==> src/rtl/tft_rx_pkg.sv <==
// Shared definitions for the TFT receive-timing block.
//
// Contents:
//   lock_state_t       : states of the geometry lock FSM
//   H_ACTIVE/V_ACTIVE  : reference 800x480 panel active area
//   H_TOTAL/V_TOTAL    : reference 800x480 panel totals (clocks per line, lines per frame)
package tft_rx_pkg;

  typedef enum logic [1:0] {
    ST_UNLOCKED,
    ST_SEARCH,
    ST_LOCKED
  } lock_state_t;

  localparam int H_ACTIVE = 800;
  localparam int V_ACTIVE = 480;
  localparam int H_TOTAL  = 1056;
  localparam int V_TOTAL  = 525;

endpackage

==> src/rtl/tft_sync_edge.sv <==
// Input register plus edge detector for one TFT control signal.
// The raw input is normalised so that 'level' is 1 when the signal is at
// its active level, which lets the same block serve DE, HS and VS.
//
// Ports:
//   clk   : pixel clock
//   rst   : asynchronous active-high reset (register goes to inactive level)
//   raw   : unregistered input signal
//   level : registered, polarity-normalised signal (1 = active)
//   lead  : one-cycle pulse on the inactive-to-active transition of level
//   trail : one-cycle pulse on the active-to-inactive transition of level
module tft_sync_edge #(
  parameter logic ACT = 1'b1
) (
  input  logic clk,
  input  logic rst,
  input  logic raw,
  output logic level,
  output logic lead,
  output logic trail
);

  logic prev;

  // Normalised input register and its one-cycle-delayed copy for edge detection.
  always_ff @(posedge clk or posedge rst) begin
    if (rst) begin
      level <= 1'b0;
      prev  <= 1'b0;
    end else begin
      level <= (raw == ACT);
      prev  <= level;
    end
  end

  assign lead  = level & ~prev;
  assign trail = ~level & prev;

endmodule

==> src/rtl/tft_rx_timing.sv <==
// Receive-side TFT timing recovery. Consumes RGB/DE/HS/VS on the pixel
// clock, recovers per-pixel X/Y coordinates, measures frame geometry and
// reports lock once the geometry repeats for LOCK_FRAMES frames.
// Stage 1 registers the inputs, stage 2 registers every output, giving a
// fixed two-clock latency from an input pixel to its pix_* outputs.
//
// Ports:
//   tft_clk, sys_rst          : pixel clock, asynchronous active-high reset
//   tft_de/hs/vs/rgb          : incoming video stream
//   pix_valid/x/y/data        : registered pixel with its coordinates
//   line_start, frame_start   : pulses with first pixel of a line / of a frame
//   act_width, act_height     : last measured active geometry
//   h_total                   : last measured clocks between HS leading edges
//   locked, timing_err        : geometry-stable flag, error pulse
module tft_rx_timing
  import tft_rx_pkg::*;
#(
  parameter int   H_BITS      = 11,
  parameter int   V_BITS      = 11,
  parameter int   T_BITS      = 12,
  parameter logic HS_ACT      = 1'b0,
  parameter logic VS_ACT      = 1'b0,
  parameter int   LOCK_FRAMES = 2
) (
  input  logic              tft_clk,
  input  logic              sys_rst,
  input  logic              tft_de,
  input  logic              tft_hs,
  input  logic              tft_vs,
  input  logic [23:0]       tft_rgb,
  output logic              pix_valid,
  output logic [H_BITS-1:0] pix_x,
  output logic [V_BITS-1:0] pix_y,
  output logic [23:0]       pix_data,
  output logic              line_start,
  output logic              frame_start,
  output logic [H_BITS-1:0] act_width,
  output logic [V_BITS-1:0] act_height,
  output logic [T_BITS-1:0] h_total,
  output logic              locked,
  output logic              timing_err
);

  localparam logic [H_BITS-1:0] X_MAX  = '1;
  localparam logic [V_BITS-1:0] Y_MAX  = '1;
  localparam logic [T_BITS-1:0] T_MAX  = '1;
  localparam logic [H_BITS-1:0] H_ONE  = H_BITS'(1);
  localparam logic [V_BITS-1:0] V_ONE  = V_BITS'(1);
  localparam logic [T_BITS-1:0] T_ONE  = T_BITS'(1);
  localparam logic [3:0]        LOCK_N = 4'(LOCK_FRAMES);

  logic de_q, de_rise, de_fall;
  logic hs_q, hs_lead, hs_trail;
  logic vs_q, vs_lead, vs_trail;
  logic unused_edges;
  logic [23:0] rgb_q;

  logic [H_BITS-1:0] x_last;
  logic              x_sat_flag;
  logic [V_BITS-1:0] y_cnt;
  logic              line_seen;
  logic              frame_pend;
  logic [T_BITS-1:0] h_cnt;
  logic              h_seen;

  lock_state_t       state;
  logic [3:0]        match_cnt;
  logic [H_BITS-1:0] snap_w;
  logic [V_BITS-1:0] snap_h;
  logic [T_BITS-1:0] snap_t;

  logic [H_BITS-1:0] x_col, width_new, act_width_nx;
  logic [V_BITS-1:0] y_inc, act_height_nx;
  logic [T_BITS-1:0] h_total_nx;
  logic              x_sat_evt, y_sat_evt, width_err, lock_break, tuple_eq;

  tft_sync_edge #(.ACT(1'b1))   u_de (.clk(tft_clk), .rst(sys_rst), .raw(tft_de),
                                      .level(de_q), .lead(de_rise), .trail(de_fall));
  tft_sync_edge #(.ACT(HS_ACT)) u_hs (.clk(tft_clk), .rst(sys_rst), .raw(tft_hs),
                                      .level(hs_q), .lead(hs_lead), .trail(hs_trail));
  tft_sync_edge #(.ACT(VS_ACT)) u_vs (.clk(tft_clk), .rst(sys_rst), .raw(tft_vs),
                                      .level(vs_q), .lead(vs_lead), .trail(vs_trail));

  // Only leading edges of the sync signals are used.
  assign unused_edges = hs_q ^ hs_trail ^ vs_q ^ vs_trail;

  // Next-state values for counters and measurements. A VS leading edge in the
  // same cycle as a DE falling edge sees the incremented Y, so act_height
  // includes that line; the lock comparison also uses these updated values.
  always_comb begin
    x_col         = '0;
    width_new     = (x_last == X_MAX) ? X_MAX : x_last + H_ONE;
    y_inc         = y_cnt;
    act_width_nx  = act_width;
    act_height_nx = act_height;
    h_total_nx    = h_total;
    if (!de_rise)
      x_col = (x_last == X_MAX) ? X_MAX : x_last + H_ONE;
    if (de_fall)
      y_inc = (y_cnt == Y_MAX) ? Y_MAX : y_cnt + V_ONE;
    if (de_fall)
      act_width_nx = width_new;
    if (vs_lead && (y_inc != '0))
      act_height_nx = y_inc;
    if (hs_lead && h_seen)
      h_total_nx = h_cnt;
    x_sat_evt  = de_q & ~de_rise & (x_last == X_MAX) & ~x_sat_flag;
    y_sat_evt  = de_fall & (y_cnt == Y_MAX);
    width_err  = de_fall & line_seen & (width_new != act_width);
    lock_break = width_err | x_sat_evt | y_sat_evt;
    tuple_eq   = (act_width_nx == snap_w) && (act_height_nx == snap_h) &&
                 (h_total_nx == snap_t);
  end

  // Coordinate counters, geometry measurement and the registered pixel outputs.
  always_ff @(posedge tft_clk or posedge sys_rst) begin
    if (sys_rst) begin
      rgb_q       <= '0;
      x_last      <= '0;
      x_sat_flag  <= 1'b0;
      y_cnt       <= '0;
      line_seen   <= 1'b0;
      frame_pend  <= 1'b0;
      h_cnt       <= '0;
      h_seen      <= 1'b0;
      pix_valid   <= 1'b0;
      pix_x       <= '0;
      pix_y       <= '0;
      pix_data    <= '0;
      line_start  <= 1'b0;
      frame_start <= 1'b0;
      act_width   <= '0;
      act_height  <= '0;
      h_total     <= '0;
    end else begin
      rgb_q <= tft_rgb;
      if (de_q)
        x_last <= x_col;
      if (de_rise)
        x_sat_flag <= 1'b0;
      else if (x_sat_evt)
        x_sat_flag <= 1'b1;
      if (vs_lead)
        y_cnt <= '0;
      else if (de_fall)
        y_cnt <= y_inc;
      if (vs_lead)
        line_seen <= 1'b0;
      else if (de_fall)
        line_seen <= 1'b1;
      if (de_rise)
        frame_pend <= 1'b0;
      else if (vs_lead)
        frame_pend <= 1'b1;
      // h_cnt equals the HS period at the next leading edge; the very first
      // edge after reset only arms the measurement.
      if (hs_lead)
        h_cnt <= T_ONE;
      else if (h_cnt != T_MAX)
        h_cnt <= h_cnt + T_ONE;
      if (hs_lead)
        h_seen <= 1'b1;
      pix_valid   <= de_q;
      pix_x       <= de_q ? x_col : '0;
      pix_y       <= y_cnt;
      pix_data    <= rgb_q;
      line_start  <= de_rise;
      frame_start <= de_rise & (frame_pend | vs_lead);
      act_width   <= act_width_nx;
      act_height  <= act_height_nx;
      h_total     <= h_total_nx;
    end
  end

  // Lock FSM. Geometry is compared at each VS leading edge; a mismatch resets
  // the match count and reloads the snapshot so a new stable geometry can lock.
  always_ff @(posedge tft_clk or posedge sys_rst) begin
    if (sys_rst) begin
      state      <= ST_UNLOCKED;
      match_cnt  <= '0;
      snap_w     <= '0;
      snap_h     <= '0;
      snap_t     <= '0;
      locked     <= 1'b0;
      timing_err <= 1'b0;
    end else begin
      timing_err <= lock_break | ((state == ST_LOCKED) & vs_lead & ~tuple_eq);
      case (state)
        ST_UNLOCKED: begin
          locked <= 1'b0;
          if (vs_lead) begin
            state     <= ST_SEARCH;
            match_cnt <= '0;
            snap_w    <= '0;
            snap_h    <= '0;
            snap_t    <= '0;
          end
        end
        ST_SEARCH: begin
          locked <= 1'b0;
          if (vs_lead) begin
            if (tuple_eq && !lock_break) begin
              match_cnt <= match_cnt + 4'd1;
              if (match_cnt + 4'd1 >= LOCK_N) begin
                state  <= ST_LOCKED;
                locked <= 1'b1;
              end
            end else begin
              match_cnt <= '0;
              snap_w    <= act_width_nx;
              snap_h    <= act_height_nx;
              snap_t    <= h_total_nx;
            end
          end else if (lock_break) begin
            match_cnt <= '0;
          end
        end
        ST_LOCKED: begin
          locked <= 1'b1;
          if (vs_lead && !tuple_eq) begin
            state     <= ST_SEARCH;
            locked    <= 1'b0;
            match_cnt <= '0;
            snap_w    <= act_width_nx;
            snap_h    <= act_height_nx;
            snap_t    <= h_total_nx;
          end else if (lock_break) begin
            state     <= ST_SEARCH;
            locked    <= 1'b0;
            match_cnt <= '0;
          end
        end
        default: begin
          state  <= ST_UNLOCKED;
          locked <= 1'b0;
        end
      endcase
    end
  end

endmodule

==> config.mk <==
export PLATFORM = sky130hd
export DESIGN_NAME = tft_rx_timing
export DESIGN_NICKNAME = d
export VERILOG_FILES = /design/src/rtl/tft_rx_pkg.sv /design/src/rtl/tft_sync_edge.sv /design/src/rtl/tft_rx_timing.sv
export SDC_FILE = /design/constraint.sdc
export NUM_CORES = 1
export LEC_CHECK = 0
export CAP_MARGIN = 20
export CORE_MARGIN = 8
export CORE_UTILIZATION = 35
export DETAILED_ROUTE_END_ITERATION = 7
export PLACE_DENSITY_LB_ADDON = 0.15
export SLEW_MARGIN = 20
export SYNTH_ARGS = -nofsm -noshare
export SYNTH_HDL_FRONTEND = slang
export SYNTH_SLANG_ARGS = --single-unit
==> constraint.sdc <==
create_clock -name tft_clk -period 9.09 [get_ports tft_clk]
set_clock_uncertainty 0.05 [all_clocks]
set_input_delay 2.727 -clock tft_clk [delete_from_list [all_inputs] [get_ports tft_clk]]
set_output_delay 2.727 -clock tft_clk [all_outputs]
set_load 0.01 [all_outputs]
==> flow_summary_export.csv, run 1 <==
group,metric,value,unit
synthesis,seq_area_frac_synth,51.6,%
setup_path,required,9.35,ns
cts,ctsResizeCount,0,
floorplanning,ios,114,
routing,ant_nets,0,
sta,rsz0062_at_grt,"false",
power_and_ir_drop,p_per_area,220,mW/mm^2
cts,clock_latency,0.45,ns
global_route,antenna_found_initial,0,
synthesis,async_flop_share,100,%
cts,cts_buffers,17,
sta,setup-tns-final,0,ns
global_route,grt_max_degree,116,
job,cap_violations,0,
synthesis,ys.flop_type,"dfrtp_1",
cells_and_area,antenna_cells,0,
sta,fin_crit_sh,49.5,%
setup_path,cp.arrival,4.76,ns
place,dp_hpwl,17.3,mm
setup_path,criticalPathCategory,"flop to flop",
synthesis,syn_area,0.00932,mm^2
sta,hold_slack,0.302,ns
setup_path,critPathCaptureType,"flop",
floorplanning,rows,59,
routing,drt-total-wl,24.2,mm
synthesis,ys_seq_elements,192,
setup_path,crit_chain,"nand2b_1 > nor4b_1 > o21ai_0 > a2111o_1 > o221ai_2 > xnor2_1 > nand4_1 > o21ai_2 > a21oi_4 > buf_4 > mux2_1",
setup_path,slowest_stage,"nand2b_1",
global_route,grt_pass1_vias,7080,
floorplanning,initial_core_util,35.7,%
routing,wire_per_inst,17.9,um
global_route,grt_overflow,0,
routing,drt_iter0_drc,572,
sta,max_freq,222,MHz
floorplanning,core_region_area,0.0261,mm^2
setup_path,crit_fanout,28,
place,routabilityCongestion,0.851,
cells_and_area,layout.cells.non_filler,1351,
cts,cts_tree,"yes",
cells_and_area,fin_nets,1041,
cts,htree_levels,4,
cts,cts_hold_buffers,0,
place,portBuffers,113,
sta,finalSetupViolations,0,
setup_path,crit_path_max_incr_delay,0.64,ns
setup_path,crit_path_start_kind,"flop",
min_path,worstHoldPathType,"flop to flop",
routing,via_count,7037,
routing,viasPerCell,5.21,
synthesis,syn_area_per_cell,10.2,um^2
global_route,grt_pass1_wl,39.4,mm
sta,finalHoldViolations,0,
synthesis,synth_edf_count,0,
routing,dr.pass1.iters,5,
synthesis,postSynthCellCount,910,
synthesis,ys_warn_count,0,
power_and_ir_drop,irDropWorstVdd,137,uV
routing,drc_errors,0,
cts,post_cts_buffers,0,
cells_and_area,drive_gt1_share,6.30,%
floorplanning,die_h,179,um
power_and_ir_drop,p_leak,4.96,nW
cts,cts_buffer_depth,2,
floorplanning,fp.dieW,179,um
sta,drv_slew,0,
cts,clock_sink_count,192,
cells_and_area,nFillCells,2557,
cts,path_clk_slew,0.08,ns
sta,relSlewSlack,34.7,%
place,dp.cells,1319,
outcome,outcome,"complete, no violations",
sta,worst_pin_slew,0.976,ns
global_route,grt_use_total,15.8,%
cells_and_area,syn_to_final_growth,21.5,%
cts,cts-root-buf,"clkbuf_16",
floorplanning,die_area,0.0321,mm^2
synthesis,syn_nets,948,
sta,fin_crit,4.50,ns
synthesis,synth_cell_types,83,
==> report_power, final <==
part | switching (mW) | internal, mW | total (mW)
combinational | 0.386 | 0.302 | 0.688
clock | 0.390 | 0.403 | 0.793
sequential | 0.0830 | 0.929 | 1.01
total | 0.859 | 1.63 | 2.49
==> cells by family (layout without fill, tap and decap cells) <==
family | Yosys count | in the layout | share of synthesized area (%)
multiplexers | 55 | 55 | 6.27
XOR/XNOR | 51 | 51 | 4.79
buffers and inverters | 99 | 205 | 4.87
flip-flops | 192 | 192 | 51.6
AO/OA/AOI/OAI | 183 | 183 | 13.7
adder cells (fa/ha/maj) | 9 | 9 | 1.21
AND/OR/NAND/NOR | 321 | 321 | 17.6
==> flip-flops by register name (all words and copies together) (netlist names), 2 cells and up <==
| name | count |
|---|---|
| act_height | 11 |
| act_width | 11 |
| h_cnt | 12 |
| h_total | 12 |
| match_cnt | 4 |
| pix_data | 24 |
| pix_x | 11 |
| pix_y | 11 |
| rgb_q | 24 |
| snap_h | 11 |
| snap_t | 12 |
| snap_w | 11 |
| state | 2 |
| x_last | 11 |
| y_cnt | 11 |
==> cell type report <==
cell class	count	area [um^2]	area share, %
repair buffers	120	1190	10.5
clock buffers	17	425	3.76
well taps	335	419	3.70
inverters	53	206	1.82
multi-input cells	619	4060	35.9
flip-flops and latches	192	4800	42.4
clock inverters	15	214	1.89
==> per-layer routing <==
layer	vias to the layer above	wire length (um)	track usage, %
met5	-	0	0
met2	178	11200	24.9
met3	22	1440	4.11
li1	3391	-	-
met1	3446	11300	21.1
met4	0	284	4.48
==> stage by stage <==
stage | cell area (um^2) | util (%) | power, mW | setup slack [ns]
after floorplan | 9320 | - | 1.50 | 1.09
after global placement | 10700 | 40.9 | 1.72 | 4.09
after detailed placement | 10700 | 40.9 | 1.72 | 4.10
after CTS | 11300 | 43.3 | 2.53 | 4.57
after global routing | 11300 | 43.3 | 2.64 | 4.24
final | 11300 | 43.3 | 2.49 | 4.59
==> critical path, delay by kind of cell, from the launching register on <==
| family | cells | cell delay, ns |
|---|---|---|
| and+or+nand+nor | 3 | 1.33 |
| DFF | 1 | 0.52 |
| xor gates and xnor gates | 1 | 0.13 |
| AOI/OAI and AO/OA | 5 | 1.40 |
| muxes | 1 | 0.38 |
| buffers and inverters | 1 | 0.52 |
==> cell usage after synthesis, drive strengths merged (7+ instances only) <==
cell	instances	area share, %
nand2b	17	1.1
xnor2	38	3.6
dfrtp	192	52
nor2	57	2.3
mux2i	47	5.3
a21o	19	1.5
buf	28	2.0
nand4	11	0.81
nor3	18	1.0
nand3	28	1.5
nand2	101	4.1
a31oi	18	1.3
a21oi	26	1.5
xor2	13	1.2
mux2	8	0.97
nor4	13	0.87
inv	52	2.1
a211oi	9	0.73
ha	9	1.2
and2	9	0.60
and3	13	0.93
nor2b	19	1.4
o21ai	47	2.6
or4	7	0.56
clkbuf	18	0.73
==> worst paths after layout <==
check,slack [ns],depth (start not counted),start,endpoint
hold / removal,0.30,0,rgb_q[22]$_DFF_PP0_,pix_data[22]$_DFF_PP0_
setup reg to reg,4.59,11,u_de.level$_DFF_PP0_,snap_h[8]$_DFFE_PP0P_
min in group asynchronous,2.80,2,sys_rst,rgb_q[20]$_DFF_PP0_
max in group asynchronous,5.00,3,sys_rst,act_height[5]$_DFF_PP0_
hold reg to reg,0.30,0,rgb_q[22]$_DFF_PP0_,pix_data[22]$_DFF_PP0_
setup / recovery,4.59,11,u_de.level$_DFF_PP0_,snap_h[8]$_DFFE_PP0P_
==> layout by cell type, fill, tap and decap left out, types with 7 or more instances in the layout <==
cell and n:
clkbuf_16 17, and3_1 12, xnor2_1 38, nand2_1 100
a21oi_1 25, and2_1 9, clkdlybuf4s50_1 113, a21o_1 19
o21ai_0 42, inv_1 51, dfrtp_1 192, a31oi_1 16
nand4_1 10, a211oi_1 9, nor4_1 13, mux2i_1 43
clkinv_8 7, nand2b_1 17, ha_1 9, nand3_1 28
xor2_1 13, nor2_1 57, nor2b_1 17, nor3_1 17
or4_1 7
No activity file was read; power rests on OpenSTA's default activity.
==> run 2, diff against run 1 <==
==> constraint.sdc (replaced) <==
create_clock -name tft_clk -period 4.5 [get_ports tft_clk]
set_clock_uncertainty 0.05 [all_clocks]
set_input_delay 1.35 -clock tft_clk [delete_from_list [all_inputs] [get_ports tft_clk]]
set_output_delay 1.35 -clock tft_clk [all_outputs]
set_load 0.01 [all_outputs]
==> run 2 against run 1 <==
  * Combinational power rose by 110%
  * Global-route usage up 0.28 points
  * Sequential share of layout area shrank 0.40 points
  * Cell count grew 0.89%
==> flow_summary_export.csv, run 2 (synthesis gave the netlist of run 1 again) <==
group,metric,value,unit
cells_and_area,top_regs,"pix_data: 24 flops, rgb_q: 24 flops",
power_and_ir_drop,p_per_area,443,mW/mm^2
setup_path,slowest_stage,"o311ai_0",
routing,drc_errors,0,
cells_and_area,fin_nets,1053,
cts,ctsResizeCount,0,
min_path,hp-start,"rgb_q[5]$_DFF_PP0_",
routing,ant_nets,0,
sta,max_freq,250,MHz
routing,viasPerCell,5.19,
global_route,grt_use_total,16.0,%
cells_and_area,layout.cells.non_filler,1363,
sta,finalSetupViolations,0,
cells_and_area,nFillCells,2577,
place,dp_hpwl,18.0,mm
power_and_ir_drop,p_total,5.06,mW
job,cap_violations,0,
setup_path,crit_path_max_incr_delay,0.58,ns
cells_and_area,final_cell_mix,"dfrtp_1, clkdlybuf4s50_1, nand2_1",
setup_path,crit_chain,"ha_1 > and4_1 > nand3_1 > o311ai_0 > a2111oi_2 > a31oi_2 > nand2_1 > a21o_1 > a21oi_4 > buf_4 > mux2_1",
setup_path,r2r_start,"x_last[0]$_DFFE_PP0P_",
floorplanning,rows,59,
cts,cts_hold_buffers,0,
cts,cts_buffers,17,
setup_path,crit_fanout,13,
place,dp.cells,1331,
cells_and_area,layout_commonest_cell,"dfrtp_1",
cells_and_area,drive_gt1_share,7.39,%
setup_path,criticalPathCategory,"flop to flop",
global_route,antenna_found_initial,0,
power_and_ir_drop,irDropWorstVdd,285,uV
power_and_ir_drop,p_leak,5.02,nW
routing,wire_per_inst,18.2,um
setup_path,crit_path_start_kind,"flop",
place,routabilityCongestion,0.864,
floorplanning,fp.dieW,179,um
sta,rsz0062_at_grt,"false",
outcome,outcome,"complete, no violations",
sta,finalHoldViolations,0,
global_route,grt_pass1_vias,7185,
sta,worst_pin_slew,0.665,ns
cells_and_area,syn_to_final_growth,22.6,%
sta,fin_crit_sh,88.9,%
cells_and_area,post-route-util,43.7,%
sta,setup-tns-final,0,ns
cts,post_cts_buffers,0,
cells_and_area,multi_input_area,0.00406,mm^2
setup_path,cp.arrival,4.27,ns
global_route,grt_pass1_wl,40.0,mm
cts,cts_tree,"yes",
sta,drv_slew,0,
place,dpl-instance-area,0.0108,mm^2
cts,clock_sink_count,192,
floorplanning,die_h,179,um
cells_and_area,seqCellArea,0.00480,mm^2
global_route,grt_overflow,0,
cts,path_clk_slew,0.08,ns
cts,clock_latency,0.44,ns
setup_path,critPathCaptureType,"flop",
cells_and_area,final_cell_area,0.0114,mm^2
cts,cts_buffer_depth,2,
routing,drt-total-wl,24.8,mm
routing,dr.pass1.iters,5,
place,portBuffers,113,
sta,fin_crit,4.00,ns
setup_path,required,4.77,ns
cells_and_area,antenna_cells,0,
setup_path,critPathLaunch,"x_last[0]$_DFFE_PP0P_",
cts,cts-root-buf,"clkbuf_16",
cts,htree_levels,4,
min_path,worstHoldPathType,"flop to flop",
floorplanning,core_region_area,0.0261,mm^2
routing,drt_iter0_drc,459,
floorplanning,die_area,0.0321,mm^2
sta,relSlewSlack,55.5,%
routing,via_count,7078,
floorplanning,initial_core_util,35.7,%
floorplanning,ios,114,
global_route,grt_max_degree,99,
==> run 2: changes by cell type in the layout (fill, tap and decap cells not counted), sizes merged <==
cell,change
buf,+12
inv,+2
bufinv,-1
clkinv,-1
==> run 2: critical path, delay by kind of cell (launching register included) <==
kind            cells  cell delay, ns
flops               1            0.52
buf+inv             1            0.27
mux                 1            0.34
compound gates      5            1.58
simple gates        3            0.80
fa+ha+maj           1            0.30
==> run 2: per-stage QoR <==
stage / setup slack (ns) / hold WS, ns
floorplan: 0.624 / 0.281
global placement: 0.666 / 0.282
detailed placement: 0.537 / 0.285
CTS: 0.506 / 0.303
global route: 0.178 / 0.308
finish: 0.498 / 0.298
==> run 2: path summary, 6_finish.rpt <==
kind                       cells past startpoint  slack (ns)               endpoint
max                                           11        0.50  snap_h[8]$_DFFE_PP0P_
min                                            0        0.30  pix_data[5]$_DFF_PP0_
max reg2reg                                   11        0.50  snap_h[8]$_DFFE_PP0P_
min reg2reg                                    0        0.30  pix_data[5]$_DFF_PP0_
max in group asynchronous                      3        2.55   y_cnt[4]$_DFFE_PP0P_
min in group asynchronous                      3        1.41    rgb_q[12]$_DFF_PP0_
==> run 2: routing by layer <==
metal / up-vias / part of all wire, % / track usage (%)
met3: 27 / 5.6 / 3.88
met2: 187 / 47 / 26.0
li1: 3412 / - / -
met4: 0 / 1.7 / 5.21
met1: 3452 / 46 / 20.8
met5: - / 0 / 0
==> run 2: area by class of cell <==
cell class / count / area share (%)
Clock inverter: 15 / 1.76
Sequential cell: 192 / 42.0
Clock buffer: 17 / 3.72
Multi-Input combinational cell: 619 / 35.5
Timing Repair Buffer: 132 / 11.5
Inverter: 53 / 1.77
Tap cell: 335 / 3.67
==> run 2: power by group <==
group          internal [mW]  leakage [nW]  switching, mW
clock                  0.772         0.303          0.802
combinational          0.641          2.22          0.804
sequential              1.88          2.50          0.165
